$ cat config.mk
export PLATFORM = sky130hd
export DESIGN_NAME = int_ctrl_n
export DESIGN_NICKNAME = d
export VERILOG_FILES = /design/src/rtl/int_ctrl_n.sv
export SDC_FILE = /design/constraint.sdc
export NUM_CORES = 1
export LEC_CHECK = 0
export BUFFER_PORTS_ARGS = -buffer_cell sky130_fd_sc_hd__clkbuf_2
export CELL_PAD_IN_SITES_DETAIL_PLACEMENT = 0
export CELL_PAD_IN_SITES_GLOBAL_PLACEMENT = 1
export CORE_UTILIZATION = 40
export CTS_BUF_LIST = sky130_fd_sc_hd__clkbuf_4 sky130_fd_sc_hd__clkbuf_8 sky130_fd_sc_hd__clkbuf_16
export CTS_CLUSTER_SIZE = 40
export DETAILED_ROUTE_END_ITERATION = 12
export PLACE_DENSITY_LB_ADDON = 0.1
export SYNTH_ARGS = -nofsm -noshare
export SYNTH_HDL_FRONTEND = slang
export SYNTH_SLANG_ARGS = --single-unit
export TNS_END_PERCENT = 1
$ cat constraint.sdc
create_clock -name clk_sys_i -period 1.9 [get_ports clk_sys_i]
set_clock_uncertainty 0.2 [all_clocks]
set_input_delay 0.38 -clock clk_sys_i [delete_from_list [all_inputs] [get_ports clk_sys_i]]
set_output_delay 0.38 -clock clk_sys_i [all_outputs]
set_load 0.1 [all_outputs]
$ cat src/rtl/int_ctrl_n.sv
// Interrupt controller: NUM_INT synchronised sources with per-channel trigger, polarity,
// mask and W1C pending, merged into one registered active-low system interrupt.
module int_ctrl_n #(
    parameter int                       MM_ADDR_WIDTH     = 8,
    parameter int                       MM_DATA_WIDTH     = 16,
    parameter int                       NUM_INT           = 4,
    parameter logic [NUM_INT-1:0]       TRIG_RST          = {NUM_INT{1'b1}},
    parameter logic [NUM_INT-1:0]       POL_RST           = {NUM_INT{1'b1}},
    parameter logic [MM_ADDR_WIDTH-1:0] REG_ADDR_INT_PND  = 'h04,
    parameter logic [MM_ADDR_WIDTH-1:0] REG_ADDR_INT_CLR  = 'h06,
    parameter logic [MM_ADDR_WIDTH-1:0] REG_ADDR_INT_MSK  = 'h08,
    parameter logic [MM_ADDR_WIDTH-1:0] REG_ADDR_INT_TRIG = 'h0A,
    parameter logic [MM_ADDR_WIDTH-1:0] REG_ADDR_INT_POL  = 'h0C,
    parameter logic [MM_ADDR_WIDTH-1:0] REG_ADDR_INT_CTRL = 'h0E,
    parameter logic [MM_ADDR_WIDTH-1:0] REG_ADDR_INT_VEC  = 'h10,
    parameter logic [MM_ADDR_WIDTH-1:0] REG_ADDR_INT_RAW  = 'h12
) (
    input  logic                     clk_sys_i,
    input  logic                     rst_n_i,
    input  logic [MM_ADDR_WIDTH-1:0] mm_s_addr_i,
    input  logic [MM_DATA_WIDTH-1:0] mm_s_wdata_i,
    output logic [MM_DATA_WIDTH-1:0] mm_s_rdata_o,
    input  logic                     mm_s_we_i,
    input  logic [NUM_INT-1:0]       int_i,
    output logic                     sys_int_o
);

    logic [NUM_INT-1:0] s0_q, s1_q, s2_q;
    logic [NUM_INT-1:0] pnd_q, pnd_d;
    logic [NUM_INT-1:0] msk_q, msk_d;
    logic [NUM_INT-1:0] trig_q, trig_d;
    logic [NUM_INT-1:0] pol_q, pol_d;
    logic               dis_q, dis_d;
    logic [1:0]         sup_q, sup_d;
    logic               sys_int_q, sys_int_d;

    logic [NUM_INT-1:0] a1, a2, evt, clr, act;
    logic [4:0]         vec_idx;
    logic               we_clr, we_msk, we_trig, we_pol, we_ctrl;

    assign we_clr  = mm_s_we_i && (mm_s_addr_i == REG_ADDR_INT_CLR);
    assign we_msk  = mm_s_we_i && (mm_s_addr_i == REG_ADDR_INT_MSK);
    assign we_trig = mm_s_we_i && (mm_s_addr_i == REG_ADDR_INT_TRIG);
    assign we_pol  = mm_s_we_i && (mm_s_addr_i == REG_ADDR_INT_POL);
    assign we_ctrl = mm_s_we_i && (mm_s_addr_i == REG_ADDR_INT_CTRL);

    always_comb begin
        a1      = s1_q ^ pol_q;
        a2      = s2_q ^ pol_q;
        // Edge detection is blanked while a POL/TRIG change settles through the compare.
        evt     = (trig_q & a1 & ~a2 & {NUM_INT{sup_q == 2'd0}}) | (~trig_q & a1);
        clr     = we_clr ? mm_s_wdata_i[NUM_INT-1:0] : '0;
        pnd_d   = (pnd_q & ~clr) | (evt & ~msk_q);
        msk_d   = we_msk  ? mm_s_wdata_i[NUM_INT-1:0] : msk_q;
        trig_d  = we_trig ? mm_s_wdata_i[NUM_INT-1:0] : trig_q;
        pol_d   = we_pol  ? mm_s_wdata_i[NUM_INT-1:0] : pol_q;
        dis_d   = we_ctrl ? mm_s_wdata_i[MM_DATA_WIDTH-1] : dis_q;
        sup_d   = sup_q;
        if (we_trig || we_pol) begin
            sup_d = 2'd2;
        end else if (sup_q != 2'd0) begin
            sup_d = sup_q - 2'd1;
        end
        act       = pnd_q & ~msk_q;
        sys_int_d = ~(|act) | dis_q;
    end

    always_ff @(posedge clk_sys_i or negedge rst_n_i) begin
        if (!rst_n_i) begin
            s0_q      <= POL_RST;
            s1_q      <= POL_RST;
            s2_q      <= POL_RST;
            pnd_q     <= '0;
            msk_q     <= '1;
            trig_q    <= TRIG_RST;
            pol_q     <= POL_RST;
            dis_q     <= 1'b1;
            sup_q     <= 2'd0;
            sys_int_q <= 1'b1;
        end else begin
            s0_q      <= int_i;
            s1_q      <= s0_q;
            s2_q      <= s1_q;
            pnd_q     <= pnd_d;
            msk_q     <= msk_d;
            trig_q    <= trig_d;
            pol_q     <= pol_d;
            dis_q     <= dis_d;
            sup_q     <= sup_d;
            sys_int_q <= sys_int_d;
        end
    end

    // Lowest-numbered active channel wins, so scan from the top down.
    always_comb begin
        vec_idx = '0;
        for (int i = NUM_INT - 1; i >= 0; i--) begin
            if (act[i]) vec_idx = 5'(i);
        end
    end

    always_comb begin
        mm_s_rdata_o = '0;
        if (rst_n_i) begin
            case (mm_s_addr_i)
                REG_ADDR_INT_PND:  mm_s_rdata_o[NUM_INT-1:0] = pnd_q;
                REG_ADDR_INT_MSK:  mm_s_rdata_o[NUM_INT-1:0] = msk_q;
                REG_ADDR_INT_TRIG: mm_s_rdata_o[NUM_INT-1:0] = trig_q;
                REG_ADDR_INT_POL:  mm_s_rdata_o[NUM_INT-1:0] = pol_q;
                REG_ADDR_INT_CTRL: mm_s_rdata_o[MM_DATA_WIDTH-1] = dis_q;
                REG_ADDR_INT_VEC: begin
                    mm_s_rdata_o[MM_DATA_WIDTH-1] = |act;
                    mm_s_rdata_o[4:0]             = vec_idx;
                end
                REG_ADDR_INT_RAW:  mm_s_rdata_o[NUM_INT-1:0] = s2_q ^ pol_q;
                default:           mm_s_rdata_o = '0;
            endcase
        end
    end

    assign sys_int_o = sys_int_q;

endmodule

== After elaboration in Yosys (flattened, before gate mapping) ==
Cells that the tools add are included.

* Output and inout bits: 17
* Bits in registers: 32
* Input bits: 31
* Word-level logic and storage cells: 57

* Bitwise gates (word level): 17
* $add $sub $neg: 1
* Reduce and logical (&&, ||, !) cells: 10
* Equality and inequality tests: 8
* Mux-type cells: 11

{| class="wikitable"
|+ Operator list
! kind !! number
|-
| 8-bit by 4-bit equality test with 1-bit output (second input constant) || 4
|-
| 4-bit AND || 7
|-
| 4-bit case mux with 6 select lines || 1
|-
| 8-bit by 3-bit equality test with 1-bit output (second input constant) || 2
|-
| 8-bit by 5-bit equality test with 1-bit output (second input constant) || 2
|-
| 16-bit 2-to-1 mux || 1
|-
| 4-bit NOT || 4
|-
| 5-bit 2-to-1 mux || 3
|-
| 4-bit OR || 2
|-
| 4-bit bitwise XOR || 2
|-
| 2-bit 2-to-1 mux || 3
|-
| 1-bit logical AND || 5
|-
| 4-bit 2-to-1 mux || 1
|-
| 2-bit nonzero test || 2
|-
| 4-bit OR reduction || 1
|-
| 2-bit logical NOT || 1
|-
| 1-bit case mux with 2 select lines || 1
|-
| 2-bit by 1-bit subtractor with 2-bit output (second input constant) || 1
|-
| 1-bit logical OR || 1
|-
| 1-bit 2-to-1 mux || 1
|-
| 1-bit NOT || 1
|-
| 1-bit OR || 1
|}

== Depth between registers and ports, before layout ==
Gate-level depths: netlist of run 1.

* Depth in word-level cells: 8
* Mapped depth: 7
* Depth with buffers taken out: 6

== Least setup slack after synthesis of run 1 ==
Ideal clock, no wire load.

* Path type: input to output
* Start: input mm_s_addr_i[2]
* End: output mm_s_rdata_o[1]
* Data required time: 1320 ps
* Cell stages on the path: 5
* Path slack: -1954 ps
* Arrival time: 3274 ps
* Buffers on the path: 1
* Cells stage by stage: buf_2 inv_1 o32ai_1 nand2_1 a211oi_1

* Cells in the longest elaborated chain, start to end: 3
* Elaborated cells on any way between the ends: 8
* Classes of those cells: eq/ne: 6; mux: 2

{| class="wikitable"
|+ RTL lines
! element !! line !! source
|-
| start, declared || 20 || <nowiki>input logic [MM_ADDR_WIDTH-1:0] mm_s_addr_i,</nowiki>
|-
| 8-bit by 5-bit equality test with 1-bit output (tied with other cells) || 105 || <nowiki>case (mm_s_addr_i)</nowiki>
|-
| 4-bit case mux with 6 select lines * || 105 ||
|-
| 16-bit 2-to-1 mux * || 104 || <nowiki>if (rst_n_i) begin</nowiki>
|-
| end, declared || 22 || <nowiki>output logic [MM_DATA_WIDTH-1:0] mm_s_rdata_o,</nowiki>
|}

Every way passes the cells marked *; elsewhere a longest branch is shown, timed or not.

== Final worst setup path of run 1 ==
* Start: register msk_q[0]
* End: output mm_s_rdata_o[1]

* Cells in the longest elaborated chain, start to end: 5

{| class="wikitable"
|+ RTL lines
! element !! line !! source
|-
| start, declared || 30 || <nowiki>logic [NUM_INT-1:0] msk_q, msk_d;</nowiki>
|-
| start signal, assigned || 85 || <nowiki>msk_q <= msk_d;</nowiki>
|-
| 4-bit NOT || 64 || <nowiki>act = pnd_q & ~msk_q;</nowiki>
|-
| 4-bit AND || 64 ||
|-
| 5-bit 2-to-1 mux || 98 || <nowiki>if (act[i]) vec_idx = 5'(i);</nowiki>
|-
| 4-bit case mux with 6 select lines || 105 ||
|-
| 16-bit 2-to-1 mux || 104 ||
|}

No other way between the ends.

==> impl_metrics.py, run 1 <==
metrics = {
    "synthesis": {
        "syn_avg_cell_area_um2": 11.0,
        "synth_area_leaders": "dfstp_2 37%, dfrtp_1 8.1%, mux2_4 7.3%",
        "synth_cell_type_count": 49,
        "yosysTopAreaCellShare": 0.371,
        "ys_seq_elements": 32,
        "ys.warnings.count": 0,
        "synthArstFlopShare": 1.00,
        "synthFlopType": "dfstp_2",
        "synth_area_leader_cell": "dfstp_2",
        "synthesis.area_um2": 1840,
        "synthCells": 167,
        "yosysSeqAreaShare": 0.452,
        "synth_edf_count": 0,
    },
    "drt": {
        "wl_per_cell_um": 16.0,
        "remaining_drc_errors": 0,
        "first_pass_iters": 4,
        "wirelength_mm": 4.60,
        "drt_iter0_drc": 91,
        "vias": 1494,
        "postRouteAntennaNets": 0,
        "viasPerCell": 5.21,
    },
    "setup_path": {
        "crit_slowest_cell": "dfstp_2",
        "start_kind": "register",
        "endpoint_kind": "primary output",
        "timing.reg2reg.setup_slack_ps": 240,
        "cp_cell_sequence": "nor2b_4 -> a2111oi_4 -> o21ai_2 -> a211oi_4 -> buf_12",
        "crit_fanout": 3,
        "crit_required_ps": 1320,
        "cpPeakStageDelay_ps": 560,
        "reg2regPathDepth": 6,
        "critPathKind": "reg2out",
        "reg2reg_to": "pnd_q[3]",
        "critPathArrivalTime_ps": 1810,
        "r2r-start": "sup_q[0]",
    },
    "job": {
        "max_cap_violations": 0,
    },
    "power_and_ir_drop": {
        "totalPowerFinal_uw": 1990,
        "peakVddDrop_v": 0.000670,
        "powerDensity_nw_per_um2": 761,
        "power.leakage_uw": 0.00117,
    },
    "floorplan": {
        "die_h_um": 69.9,
        "core_um2": 4380,
        "row_count": 24,
        "die_area_um2": 4880,
        "io_pins": 48,
        "start_util": 0.420,
        "die_w_um": 69.9,
    },
    "clocking": {
        "clock_sink_count": 32,
        "cts_root_buffer": "clkbuf_8",
        "clk_latency_ps": 280,
        "clock_tree.buffer_depth": 2,
        "cts_tree": "built",
        "numCtsBuffers": 5,
        "clk_transition_reported_paths_ps": 70,
        "postCtsSetupBuffers": 0,
        "h-tree-depth": 2,
    },
    "min_path": {
        "min_delay_path_depth": 2,
        "hp-start": "mm_s_wdata_i[15]",
        "hp-class": "in2reg",
        "min_to": "dis_q",
    },
    "cells_and_area": {
        "n_antenna_cell": 0,
        "layout_commonest_cell": "buf_4",
        "final_nets": 266,
        "final_cell_mix": "36 x buf_4, 26 x dfstp_2, 19 x clkbuf_2, 13 x o21ai_0, 12 x inv_1",
        "drive_gt1_frac": 0.540,
        "area_growth_pct": 41.9,
    },
    "placement": {
        "dp_hpwl_mm": 3.48,
        "numPortBuffers": 25,
        "place_congestion": 0.838,
    },
    "timing": {
        "hold_viol": 0,
        "max_freq_ghz": 0.419,
        "setup_ws_ps": -488,
        "period_needed_ps": 2390,
        "maxSlewViolCount": 0,
        "period_share": 1.26,
        "setup_violations": 5,
        "timing.hold.ws_ps": 116,
        "rsz0062_at_grt": "true",
    },
    "grt": {
        "antenna_found_initial": 0,
        "grt_pass1_wl_mm": 7.32,
        "overflow": 0,
        "track_usage": 0.194,
        "grt_start_max_net_pins": 24,
        "grt_pass1_vias": 1531,
    },
    "outcome": {
        "violations": "negative setup slack",
        "outcome": "complete, but fails checks",
    },
}
-- kinds of logic after synthesis --
group | share of synthesized area
simple gates | 0.183
compound gates | 0.135
flops | 0.452
buf+inv | 0.0788
mux | 0.118
xor+xnor | 0.0238
fa+ha+maj | 0.00679
other cells | 0.00203
-- repair_timing --
action	CTS	global route
cloned	0	0
pin swaps	2	4
endpoints found under the setup margin	5	5
hold buffers	5	0
hold endpoints to repair	10	0
resized for setup	2	10
-- power breakdown --
part	leakage, µW	internal (µW)	switching [µW]
sequential	0.000330	757	36.9
clock	0.0000645	463	252
combinational	0.000772	185	298
total	0.00117	1400	587
-- worst max-delay path: cells and delay by family (launching register included) --
family / cells / cell delay [ps]
AOI/OAI and AO/OA: 3 / 690
buffers and inverters: 1 / 210
DFF: 1 / 560
and+or+nand+nor: 1 / 60
-- metal layers --
| layer | vias up | global-route usage | routed length, µm |
|---|---|---|---|
| met2 | 35 | 0.335 | 2330 |
| li1 | 712 | - | - |
| met5 | - | 0 | 0 |
| met3 | 8 | 0.0476 | 169 |
| met4 | 0 | 0.0778 | 80 |
| met1 | 739 | 0.230 | 2020 |
-- registers in the layout (all words and copies together), names as in the netlist --
register,cells
msk_q,4
pnd_q,4
pol_q,4
s0_q,4
s1_q,4
s2_q,4
trig_q,4
sup_q,2
dis_q,1
sys_int_o,1
-- metrics by stage --
step	area (µm²)	setup TNS, ps	setup slack, ps	instances	utilization
after CTS	2560	-2240	-543	287	0.583
after global placement	2380	-4350	-397	274	0.542
after floorplan	1950	-2730	-617	177	-
after global routing	2620	-2480	-563	287	0.596
final	2620	-2170	-488	287	0.596
after detailed placement	2380	-4270	-465	274	0.542
-- area by class of cell --
class                      instances  area [µm²]
tap                               52        65.1
clock inverter                     1        30.0
sequential                        32         833
multi-input combinational        118        1030
timing repair buffer              65         515
inverter                          12        45.0
clock buffer                       7        96.3
fill                             377        1770
-- worst max-delay path by stage --
| stage | startpoint | endpoint | cells after the start |
|---|---|---|---|
| floorplan | msk_q[0] | mm_s_rdata_o[1] | 4 |
| detailed placement | mm_s_addr_i[5] | mm_s_rdata_o[1] | 6 |
| global route | pol_q[1] | mm_s_rdata_o[1] | 5 |
| global placement | mm_s_addr_i[5] | mm_s_rdata_o[0] | 6 |
| CTS | pol_q[1] | mm_s_rdata_o[1] | 5 |
| finish | msk_q[0] | mm_s_rdata_o[1] | 5 |
-- cell usage after synthesis (all sizes together), types with 2 or more instances --
cell,count
clkbuf,2
and4b,2
a22oi,2
nand2,10
nand4b,4
dfrtp,6
mux2,11
dfstp,26
buf,13
a2111oi,2
mux2i,6
o22ai,2
and4,2
a211oi,3
xor2,3
nand2b,4
a31oi,4
inv,12
xnor2,2
and3,3
a21oi,5
o21ai,14
nor2,2
nand3,2
nor2b,7
a32oi,3
No activity file was read; power rests on OpenSTA's default activity.
==> inputs of run 2 (changes only) <==
--- a/config.mk
+++ b/config.mk
@@ -5,13 +5,14 @@
 export SDC_FILE = /design/constraint.sdc
 export NUM_CORES = 1
 export LEC_CHECK = 0
-export BUFFER_PORTS_ARGS = -buffer_cell sky130_fd_sc_hd__clkbuf_2
+export CAP_MARGIN = 20
 export CELL_PAD_IN_SITES_DETAIL_PLACEMENT = 0
 export CELL_PAD_IN_SITES_GLOBAL_PLACEMENT = 1
-export CORE_UTILIZATION = 40
+export CORE_UTILIZATION = 48
 export CTS_BUF_LIST = sky130_fd_sc_hd__clkbuf_4 sky130_fd_sc_hd__clkbuf_8 sky130_fd_sc_hd__clkbuf_16
 export CTS_CLUSTER_SIZE = 40
 export DETAILED_ROUTE_END_ITERATION = 12
+export DONT_BUFFER_PORTS = 1
 export PLACE_DENSITY_LB_ADDON = 0.1
 export SYNTH_ARGS = -nofsm -noshare
 export SYNTH_HDL_FRONTEND = slang
==> run 2 against run 1 <==
The flow still finishes with violations (negative setup slack). Cell count shrank 12%. Critical path depth is the same. Setup slack better by 29 ps. Clock power is 27% lower. Utilization increased by 5.9 points. Critical path type unchanged. Critical endpoint unchanged.
==> impl_metrics.py, run 2 (synthesized netlist as in run 1, its figures left out) <==
metrics = {
    "outcome": {
        "outcome": "complete, but fails checks",
        "violations": "negative setup slack",
    },
    "setup_path": {
        "reg2reg_to": "pnd_q[1]",
        "crit_path_start": "msk_q[1]",
        "endpoint_kind": "primary output",
        "timing.reg2reg.setup_slack_ps": 170,
        "critPathKind": "reg2out",
        "reg2regPathDepth": 6,
        "cpPeakStageDelay_ps": 560,
        "start_kind": "register",
        "r2r-start": "sup_q[0]",
        "critPathArrivalTime_ps": 1780,
        "crit_fanout": 3,
        "crit_slowest_cell": "dfstp_2",
        "cp_cell_sequence": "nor2b_4 -> a2111oi_4 -> o21ai_2 -> a211oi_4 -> buf_12",
        "crit_required_ps": 1320,
    },
    "drt": {
        "drt_iter0_drc": 46,
        "postRouteAntennaNets": 0,
        "viasPerCell": 5.34,
        "first_pass_iters": 4,
        "remaining_drc_errors": 0,
        "wl_per_cell_um": 16.5,
        "wirelength_mm": 4.16,
        "vias": 1346,
    },
    "floorplan": {
        "die_h_um": 64.0,
        "core_um2": 3660,
        "io_pins": 48,
        "die_area_um2": 4090,
        "row_count": 22,
        "die_w_um": 64.0,
        "start_util": 0.503,
    },
    "grt": {
        "track_usage": 0.228,
        "antenna_found_initial": 0,
        "grt_pass1_wl_mm": 6.82,
        "overflow": 0,
        "grt_start_max_net_pins": 33,
        "grt_pass1_vias": 1396,
    },
    "timing": {
        "setup_ws_ps": -460,
        "max_freq_ghz": 0.424,
        "setup_violations": 5,
        "hold_viol": 0,
        "period_needed_ps": 2360,
        "rsz0062_at_grt": "true",
        "maxSlewViolCount": 0,
        "period_share": 1.24,
    },
    "cells_and_area": {
        "final_nets": 235,
        "n_antenna_cell": 0,
        "final_cell_mix": "26 x dfstp_2, 22 x buf_4, 13 x o21ai_0, 11 x inv_1, 11 x conb_1",
        "fillers": 296,
        "multi_input_area_um2": 1030,
        "layout_commonest_cell": "dfstp_2",
        "area_growth_pct": 30.1,
        "fin_util": 0.655,
        "drive_gt1_frac": 0.451,
        "seqCellArea_um2": 833,
    },
    "clocking": {
        "clk_transition_reported_paths_ps": 70,
        "h-tree-depth": 2,
        "cts_tree": "built",
        "numCtsBuffers": 5,
        "clock_tree.buffer_depth": 2,
        "cts_root_buffer": "clkbuf_8",
        "clk_latency_ps": 280,
        "postCtsSetupBuffers": 0,
        "clock_sink_count": 32,
    },
    "power_and_ir_drop": {
        "peakVddDrop_v": 0.000617,
        "totalPowerFinal_uw": 1720,
        "power.leakage_uw": 0.00102,
        "p_clk_frac": 0.305,
        "powerDensity_nw_per_um2": 716,
        "combPwrFrac": 0.229,
        "p_sw_frac": 0.317,
        "internal-power_uw": 1170,
        "power_switching_uw": 544,
        "power_frac_seq": 0.466,
    },
    "job": {
        "max_cap_violations": 0,
    },
    "min_path": {
        "hp-class": "in2reg",
        "hp-start": "mm_s_wdata_i[0]",
        "min_delay_path_depth": 2,
        "min_to": "pol_q[0]",
    },
    "placement": {
        "numPortBuffers": 0,
        "place_congestion": 0.813,
        "dp_hpwl_mm": 3.01,
    },
}
[run 2: worst max path at each step]
stage                        to  slack [ps]  cells past startpoint
2_1_floorplan   mm_s_rdata_o[1]        -620                      4
3_3_place_gp    mm_s_rdata_o[2]        -270                      6
3_5_place_dp   mm_s_rdata_o[15]        -300                      6
4_1_cts         mm_s_rdata_o[1]        -470                      6
5_1_grt         mm_s_rdata_o[1]        -530                      5
6_report        mm_s_rdata_o[1]        -460                      5
[run 2: power by group through the flow]
stage,clock network (µW),registers (µW),logic [µW]
finish,524,801,394
global route,567,807,439
CTS,538,800,394
detailed placement,0,809,358
global placement,0,806,347
floorplan,0,802,311
[run 2: area by class of cell]
type | instances | area share
Multi-Input combinational cell | 118 | 0.428
Sequential cell | 32 | 0.347
Timing Repair Buffer | 34 | 0.144
Clock buffer | 6 | 0.0318
Tap cell | 48 | 0.0250
Inverter | 12 | 0.0188
Clock inverter | 2 | 0.00522
[run 2: worst max-delay path, delay by kind of cell, from the launching register on]
kind	cells	cell delay, ps
AOI/OAI and AO/OA	3	670
and+or+nand+nor	1	60
DFF	1	560
buffers and inverters	1	210
[run 2: metal layers]
metal,vias up,part of all wire,track usage
met5,-,0,0
met4,0,0.011,0.0852
met3,5,0.044,0.0589
met2,36,0.49,0.366
met1,646,0.45,0.294
li1,659,-,-
[run 2: what timing repair did]
item	4_1_cts	5_1_grt
endpoints found under the setup margin	5	5
endpoints found under the hold margin	37	0
gates resized for setup	8	3
hold buffers	7	0
pin swaps	6	3
cloned	0	0
[run 2: through the flow]
step	cells	worst slack, ps	setup TNS (ps)	hold WS [ps]	area, µm²
final	252	-460	-1960	7.72	2400
after global routing	252	-534	-2320	21.2	2400
after CTS	252	-471	-1990	9.89	2390
after detailed placement	237	-301	-1350	-115	2170
after global placement	237	-272	-1290	-115	2170
after floorplan	177	-617	-2730	-116	1950
